## src/rtl/mdu_responder_pkg.sv

```systemverilog
// Shared types for the multiply/divide unit: command encoding, FSM states
// and the quotient value loaded when a DIVU has a zero divisor.
package mdu_types;

  typedef enum logic [1:0] {
    MDU_NONE  = 2'b00,
    MDU_MULTU = 2'b01,
    MDU_DIVU  = 2'b10
  } mdu_op_t;

  typedef enum logic [1:0] {
    IDLE,
    MUL,
    DIV,
    DONE
  } mdu_state_t;

  localparam int MDU_MAX_WIDTH = 64;
  localparam logic [MDU_MAX_WIDTH-1:0] DIV0_LO = '1;

endpackage

```

## src/rtl/mdu_responder_div_step.sv

```systemverilog
// One restoring-division step: shift the next dividend bit into the partial
// remainder and keep the trial difference only if it did not go negative.
module mdu_div_step #(
  parameter int WIDTH = 32
) (
  input  logic [WIDTH:0]   rem,
  input  logic             dividend_msb,
  input  logic [WIDTH-1:0] divisor,
  output logic [WIDTH:0]   next_rem,
  output logic             q_bit
);

  logic [WIDTH+1:0] shifted;
  logic [WIDTH+1:0] diff;

  always_comb begin
    shifted = {rem, dividend_msb};
    diff    = shifted - {2'b00, divisor};
    q_bit   = ~diff[WIDTH+1];
    // diff[WIDTH+1] is the borrow: restore the shifted value on underflow
    next_rem = q_bit ? diff[WIDTH:0] : shifted[WIDTH:0];
  end

endmodule

```

## src/rtl/mdu_responder.sv

```systemverilog
// Bit-serial MULTU/DIVU unit owning HI/LO. Define MDU_EARLY_TERM_EN to let
// MULTU finish as soon as the remaining multiplier bits are all zero.
module mdu_responder
  import mdu_types::*;
#(
  parameter int WIDTH = 32
) (
  input  logic             clk,
  input  logic             rst,
  input  logic             start,
  input  logic [1:0]       op,
  input  logic [WIDTH-1:0] a,
  input  logic [WIDTH-1:0] b,
  output logic             busy,
  output logic             done,
  output logic             div_by_zero,
  output logic [WIDTH-1:0] hi,
  output logic [WIDTH-1:0] lo
);

  localparam int CW = (WIDTH > 2) ? $clog2(WIDTH) : 1;

  mdu_state_t         state_reg, state_next;
  logic [CW-1:0]      cnt_reg;
  logic [WIDTH-1:0]   a_reg, b_reg, opnd_reg;
  logic [2*WIDTH-1:0] acc_reg, acc_next, product;
  logic [WIDTH:0]     rem_reg, rem_next, mul_sum;
  logic [WIDTH-1:0]   quot_next, hi_reg, lo_reg;
  logic               dz_reg, q_bit, last_step, mul_finish;
  logic               start_mul, start_div, start_div0;

  assign start_mul  = start && (op == MDU_MULTU);
  assign start_div  = start && (op == MDU_DIVU) && (b != '0);
  assign start_div0 = start && (op == MDU_DIVU) && (b == '0);
  assign last_step  = (cnt_reg == CW'(WIDTH - 1));

  // opnd_reg holds the multiplier (shifted right) or the dividend/quotient (shifted left)
  assign mul_sum  = {1'b0, acc_reg[2*WIDTH-1:WIDTH]} + {1'b0, (opnd_reg[0] ? a_reg : '0)};
  assign acc_next = {mul_sum, acc_reg[WIDTH-1:1]};

`ifdef MDU_EARLY_TERM_EN
  assign mul_finish = last_step || (opnd_reg[WIDTH-1:1] == '0);
  assign product    = acc_next >> (CW'(WIDTH - 1) - cnt_reg);
`else
  assign mul_finish = last_step;
  assign product    = acc_next;
`endif

  mdu_div_step #(.WIDTH(WIDTH)) u_div_step (
    .rem          (rem_reg),
    .dividend_msb (opnd_reg[WIDTH-1]),
    .divisor      (b_reg),
    .next_rem     (rem_next),
    .q_bit        (q_bit)
  );
  assign quot_next = {opnd_reg[WIDTH-2:0], q_bit};

  always_ff @(posedge clk or posedge rst) begin
    if (rst) state_reg <= IDLE;
    else     state_reg <= state_next;
  end

  always_comb begin
    state_next = state_reg;
    case (state_reg)
      IDLE: begin
        if (start_mul)       state_next = MUL;
        else if (start_div)  state_next = DIV;
        else if (start_div0) state_next = DONE;
      end
      MUL:     if (mul_finish) state_next = DONE;
      DIV:     if (last_step)  state_next = DONE;
      DONE:    state_next = IDLE;
      default: state_next = IDLE;
    endcase
  end

  always_comb begin
    busy        = (state_reg != IDLE);
    done        = (state_reg == DONE);
    div_by_zero = (state_reg == DONE) && dz_reg;
  end

  always_ff @(posedge clk or posedge rst) begin
    if (rst) begin
      cnt_reg  <= '0;
      a_reg    <= '0;
      b_reg    <= '0;
      opnd_reg <= '0;
      acc_reg  <= '0;
      rem_reg  <= '0;
      hi_reg   <= '0;
      lo_reg   <= '0;
      dz_reg   <= 1'b0;
    end else begin
      case (state_reg)
        IDLE: begin
          if (start_mul || start_div) begin
            a_reg    <= a;
            b_reg    <= b;
            opnd_reg <= start_mul ? b : a;
            acc_reg  <= '0;
            rem_reg  <= '0;
            cnt_reg  <= '0;
            dz_reg   <= 1'b0;
          end else if (start_div0) begin
            hi_reg <= a;
            lo_reg <= DIV0_LO[WIDTH-1:0];
            dz_reg <= 1'b1;
          end
        end
        MUL: begin
          acc_reg  <= acc_next;
          opnd_reg <= opnd_reg >> 1;
          cnt_reg  <= cnt_reg + CW'(1);
          if (mul_finish) begin
            hi_reg <= product[2*WIDTH-1:WIDTH];
            lo_reg <= product[WIDTH-1:0];
          end
        end
        DIV: begin
          rem_reg  <= rem_next;
          opnd_reg <= quot_next;
          cnt_reg  <= cnt_reg + CW'(1);
          if (last_step) begin
            hi_reg <= rem_next[WIDTH-1:0];
            lo_reg <= quot_next;
          end
        end
        default: ;
      endcase
    end
  end

  assign hi = hi_reg;
  assign lo = lo_reg;

endmodule

```

## config.mk

```make
export PLATFORM = sky130hd
export DESIGN_NAME = mdu_responder
export DESIGN_NICKNAME = d
export VERILOG_FILES = /design/src/rtl/mdu_responder_pkg.sv /design/src/rtl/mdu_responder_div_step.sv /design/src/rtl/mdu_responder.sv
export SDC_FILE = /design/constraint.sdc
export NUM_CORES = 1
export LEC_CHECK = 0
export CAP_MARGIN = 20
export CORE_MARGIN = 5
export CORE_UTILIZATION = 59
export CTS_CLUSTER_DIAMETER = 30
export DETAILED_ROUTE_END_ITERATION = 7
export GPL_TIMING_DRIVEN = 0
export HOLD_SLACK_MARGIN = 0.03
export PLACE_DENSITY_LB_ADDON = 0.12
export SYNTH_ARGS = -nofsm -noshare
export SYNTH_HDL_FRONTEND = slang
export SYNTH_SLANG_ARGS = --single-unit
```

## constraint.sdc

```tcl
create_clock -name clk -period 10.1 [get_ports clk]
set_input_delay 2.02 -clock clk [delete_from_list [all_inputs] [get_ports clk]]
set_output_delay 2.02 -clock clk [all_outputs]
set_load 0.005 [all_outputs]
```

# Word-level counts from Yosys, hierarchy flattened
# Cells that the tools add are included.
[classes]
add_sub_neg = 3
eq_ne = 13
muxes = 28
bitwise = 1
n_reduce_logical = 24
[op_table]
columns = ["operator", "count"]
rows = [
  ["32-bit 2-to-1 mux", 11],
  ["32-bit case mux with 3 select lines", 3],
  ["64-bit case mux with 2 select lines", 1],
  ["33-bit 2-to-1 mux", 2],
  ["33-bit case mux with 2 select lines", 1],
  ["64-bit 2-to-1 mux", 1],
  ["34-bit by 32-bit subtractor with 34-bit output", 1],
  ["32-bit by 32-bit adder with 33-bit output", 1],
  ["32-bit logical NOT", 1],
  ["32-bit nonzero test", 1],
  ["2-bit AND reduction", 7],
  ["2-bit != test (second input constant)", 5],
  ["5-bit case mux with 2 select lines", 1],
  ["2-bit nonzero test", 5],
  ["2-bit 2-to-1 mux", 4],
  ["2-bit equality test (second input constant)", 3],
  ["2-bit case mux with 3 select lines", 1],
  ["5-bit by 1-bit adder with 5-bit output (second input constant)", 1],
  ["5-bit equality test (second input constant)", 1],
  ["1-bit logical AND", 5],
  ["5-bit 2-to-1 mux", 1],
  ["5-bit AND reduction", 1],
  ["2-bit by 1-bit equality test with 1-bit output (second input constant)", 2],
  ["4-bit != test (second input constant)", 1],
  ["other kinds (7)", 8],
]
[totals]
regBits = 265
output_inout_bits = 67
word_cells = 79

# Logic depth before layout (Yosys ltp)
[logic_depth]
word_depth = 7
mapped_depth = 15
mapped_depth_nobuf = 14

# Cells and area by module
# Synthesis repeated with hierarchy kept, for this count alone.
[hier_totals]
cells_unflattened = 1837
area_unflattened_um2 = 16026.6
[modules_own_cells]
columns = ["module", "n_inst", "cells_per_inst", "area_each_um2", "seq_area_each_um2"]
rows = [
  ["mdu_responder", 1, 1531, 13813.2, 6606.3],
  ["mdu_div_step", 1, 306, 2213.4, 0.0],
]

# Worst setup path before layout
# OpenSTA, ideal clock, no wires.
[synth_path]
kind = "input -> register"
from = "input b[25]"
to = "register acc_reg[10]"
setup_ns = 0.083
arrival_time_ns = 3.940
t_required_ns = 10.017
slack_ns = 6.077
cell_stages = 11
n_path_buf = 3
path_cell_list = "nor4_1 > nand4_1 > nor2_1 > o31ai_1 > and2_1 > clkbuf_1 > a21oi_1 > buf_2 > buf_1 > nand2_1 > o21ai_0"
[synth_between]
elab_chain_len = 5
[synth_rtl]
columns = ["item", "line_no", "rtl"]
rows = [
  ["start: declaration", "mdu_responder.sv:13", "input logic [WIDTH-1:0] b,"],
  ["32-bit nonzero test", "mdu_responder.sv:33", "assign start_div = start && (op == MDU_DIVU) && (b != '0);"],
  ["1-bit logical AND", "mdu_responder.sv:33", ""],
  ["1-bit logical OR", "mdu_responder.sv:98", "if (start_mul || start_div) begin"],
  ["2-bit != test (no source line)", "n/a", ""],
  ["2-bit AND reduction (no source line)", "n/a", ""],
  ["end signal: assignment", "mdu_responder.sv:113", "acc_reg <= acc_next;"],
  ["end: declaration", "mdu_responder.sv:26", "logic [2*WIDTH-1:0] acc_reg, acc_next, product;"],
]
# Every way passes these cells.
# A chain may end at the register's enable or synchronous reset.

# Worst setup path after layout
[layout_path]
from = "input b[24]"
to = "register acc_reg[5]"
# Same word-level chain as after synthesis.

==> impl_metrics.json <==
{
  "fp.dieArea_um2": 29700,
  "r2r_end": "hi[29]$_DFFE_PP0P_",
  "antenna_found_initial": 2,
  "syn_area_per_cell_um2": 8.49,
  "post_cts_resized": 0,
  "worstPathMaxFanout": 10,
  "worst-slew-pin-transition_ns": 0.968,
  "status": "finished clean",
  "synth-async-reset-ratio_pct": 100,
  "drc": 0,
  "fin_setup_tns_ns": 0,
  "regArea_um2": 6610,
  "syn_area_um2": 15500,
  "p_leak_uw": 0.00847,
  "drt-total-wl_mm": 54.9,
  "switching_share_pct": 43.6,
  "area_growth_pct": 25.0,
  "synth_fp_nets": 1971,
  "postCtsSetupBuffers": 0,
  "drtAntennaViolNets": 0,
  "hp-start": "acc_reg[24]$_DFFE_PP0P_",
  "viasPerCell": 6.32,
  "dr_wl_met2_mm": 23.7,
  "grt_max_degree": 121,
  "switchingPower_uw": 3000,
  "gr-total-overflow": 0,
  "whs_endpoint": "acc_reg[24]$_DFFE_PP0P_",
  "period_minus_slack_ns": 5.98,
  "max_clock_freq_ghz": 0.167,
  "finalSetupViolations": 0,
  "synth_top_family_by_area": "compound AO/OA/AOI/OAI gates",
  "ys_ff_latch": 264,
  "setup.worst_path.class": "in -> reg",
  "grt_usage_pct": 36.7,
  "cts.clk_slew.worst_paths_ns": 0.05,
  "via_count": 15300,
  "dp_cells": 2303,
  "powerDensity_nw_per_um2": 354,
  "multi_input_area_um2": 8240,
  "rsz0062_at_grt": "no",
  "hold_depth": 2,
  "cp_cell_sequence": "clkdlybuf4s50_1 -> nor4_1 -> nand4_1 -> nor2_1 -> o31ai_1 -> and2_1 -> clkbuf_1 -> a21oi_1 -> buf_4 -> buf_2 -> clkbuf_1 -> nand2_1 -> o21ai_0",
  "power.share.clock_pct": 28.1,
  "synth-compound-area-share_pct": 20.4,
  "firstDrtPassIters": 6,
  "crit_buf_inv": 5,
  "root_buffer": "clkbuf_16",
  "arrival_ns": 6.45,
  "cts_buffers": 61,
  "crit_required_ns": 10.58,
  "irDropWorstVdd_mv": 0.257,
  "synthAdderAreaFrac_pct": 5.89,
  "period_share_pct": 59.2,
  "ys_top_cells_by_count": "nand2_1 (367), dfrtp_1 (264), o21ai_0 (241)",
  "maxCapViolCount": 0,
  "grt_pass1_wl_mm": 84.4,
  "seq_area_frac_synth_pct": 42.5,
  "yosys.area_share.xor_xnor_pct": 2.87,
  "yosys.area_share.simple_pct": 19.5,
  "ys.flop_type": "dfrtp_1",
  "crit_family": "buffers and inverters",
  "drt_iter0_drc": 2022,
  "post-synth-top-count-cell": "nand2_1",
  "fillCellCount": 1903,
  "slowest_delay_ns": 0.67,
  "ctsHoldBuffers": 0,
  "critical_path.startpoint_type": "input pin",
  "topRoutingLayerUsed": "met4",
  "cts_buffer_depth": 3,
  "r2r_slack_ns": 5.38,
  "core-area_um2": 26000,
  "start_util_pct": 59.8,
  "ys_top_cells_by_area": "dfrtp_1 (43%), nand2_1 (8.9%), o21ai_0 (7.8%)",
  "grt_pass1_vias": 15100,
  "maxSlewHeadroom_pct": 35.4,
  "die_y_um": 172,
  "synth_top_cell_by_area": "dfrtp_1",
  "insertion_delay_ns": 0.59,
  "place_congestion": 1.02,
  "hold_viol_final": 0,
  "intPower_uw": 3880,
  "std_cell_rows": 59,
  "avgRoutedWirePerCell_um": 22.7,
  "port_buffers": 135,
  "worstSetupPathDepth": 13,
  "largest_reg_flops": 63,
  "worstReg2RegStart": "opnd_reg[0]$_DFFE_PP0P_",
  "wl_met3_mm": 6.28,
  "nets": 2172,
  "ios": 136,
  "yosys.area.top_type_share_pct": 42.5,
  "die_w_um": 172,
  "dp.final_hpwl_mm": 40.1,
  "p_seq_share_pct": 25.1,
  "min_path_type": "reg -> reg",
  "crit_slowest_cell": "clkdlybuf4s50_1",
  "p_comb_share_pct": 46.8,
  "maxSlewViolCount": 0,
  "ys_types": 80,
  "final_cells": 2416,
  "cts.htree.levels": 2,
  "synth-edff-count": 0,
  "synth_mux_area_share_pct": 4.32,
  "wl_met1_mm": 21.9,
  "antenna_cells": 0,
  "cts_tree": "built",
  "drive_gt1_share_pct": 9.37,
  "ys_warn_count": 0,
  "path_common_cell": "clkbuf_1",
  "cts.sinks": 264,
  "syn-instance-count": 1830,
  "end_kind": "flip-flop",
  "rr_worst_depth": 13,
  "fin_worst_skew_ns": 0.0263
}
## worst max-delay path by stage
stage	start	end	slack, ns
global route	b[24]	acc_reg[5]$_DFFE_PP0P_	4.06
detailed placement	b[24]	acc_reg[1]$_DFFE_PP0P_	3.87
CTS	b[24]	acc_reg[5]$_DFFE_PP0P_	4.40
finish	b[24]	acc_reg[5]$_DFFE_PP0P_	4.12
floorplan	rst	a_reg[0]$_DFFE_PP0P_	0.81
global placement	rst	acc_reg[21]$_DFFE_PP0P_	-2.52
## area by class of cell
type                    instances  area share [%]
repair buffers                138            7.28
well taps                     335            2.16
inverters                      56            1.12
clock inverters                39            2.00
plain buffers                 118            2.52
multi-input cells            1392            42.4
flip-flops and latches        264            34.0
clock buffers                  74            8.52
## cells by family (layout without fill, tap and decap cells)
| family | after synthesis | after routing |
|---|---|---|
| buffers and inverters | 174 | 425 |
| AO/OA/AOI/OAI | 507 | 507 |
| flip-flops | 264 | 264 |
| AND/OR/NAND/NOR | 702 | 702 |
| multiplexers | 60 | 60 |
| adder cells (fa/ha/maj) | 72 | 72 |
| XOR/XNOR | 51 | 51 |
## per-layer routing
metal / global-route usage, % / vias to the layer above
met4: 18.1 / 0
li1: - / 6830
met5: 0 / -
met3: 10.4 / 196
met1: 49.2 / 7313
met2: 54.8 / 930
## layout by cell type, fill, tap and decap left out, types with 5 or more instances in the layout
cell type	n
nand2_1	367
nand4_1	13
clkinv_4	8
clkinv_2	13
nor4_1	10
o21bai_1	7
inv_1	54
mux2_1	9
o21ai_1	19
clkbuf_1	103
a21o_1	29
a41oi_1	38
mux2_2	48
clkbuf_16	61
nor2_1	168
buf_1	5
o21ai_0	241
clkdlybuf4s50_1	135
xnor2_1	31
o31ai_1	5
clkbuf_8	8
and4_1	5
ha_1	70
o211ai_1	12
and2_1	38
buf_2	10
dfrtp_1	264
nand3_1	46
nor3_1	5
o21a_1	7
xor2_1	20
a31oi_1	34
or3_1	31
a21oi_1	58
a211oi_1	9
clkinvlp_4	10
## metrics by stage
stage / setup slack, ns / instance area, um^2 / power [uW] / hold slack (ns) / util [%]
2_1_floorplan: 0.811 / 15500 / 3620 / 0.450 / -
3_3_place_gp: -2.52 / 17300 / 4720 / 0.461 / 66.6
3_5_place_dp: 3.87 / 17400 / 4800 / 0.470 / 66.9
4_1_cts: 4.40 / 19400 / 6780 / 0.483 / 74.8
5_1_grt: 4.06 / 19400 / 7250 / 0.508 / 74.8
6_report: 4.12 / 19400 / 6880 / 0.478 / 74.8
## power groups by stage
stage | registers [uW] | clock network [uW] | logic [uW]
5_1_grt | 1760 | 1990 | 3500
4_1_cts | 1720 | 1930 | 3140
3_3_place_gp | 1710 | 0 | 3010
2_1_floorplan | 1660 | 0 | 1960
6_report | 1730 | 1930 | 3220
3_5_place_dp | 1720 | 0 | 3080
## tightest hold or removal path: cells and delay by family (launching register included)
kind	cells	cell delay, ns
flops	1	0.33
compound gates	1	0.06
simple gates	1	0.04
Power figures use the tool's default switching activity.
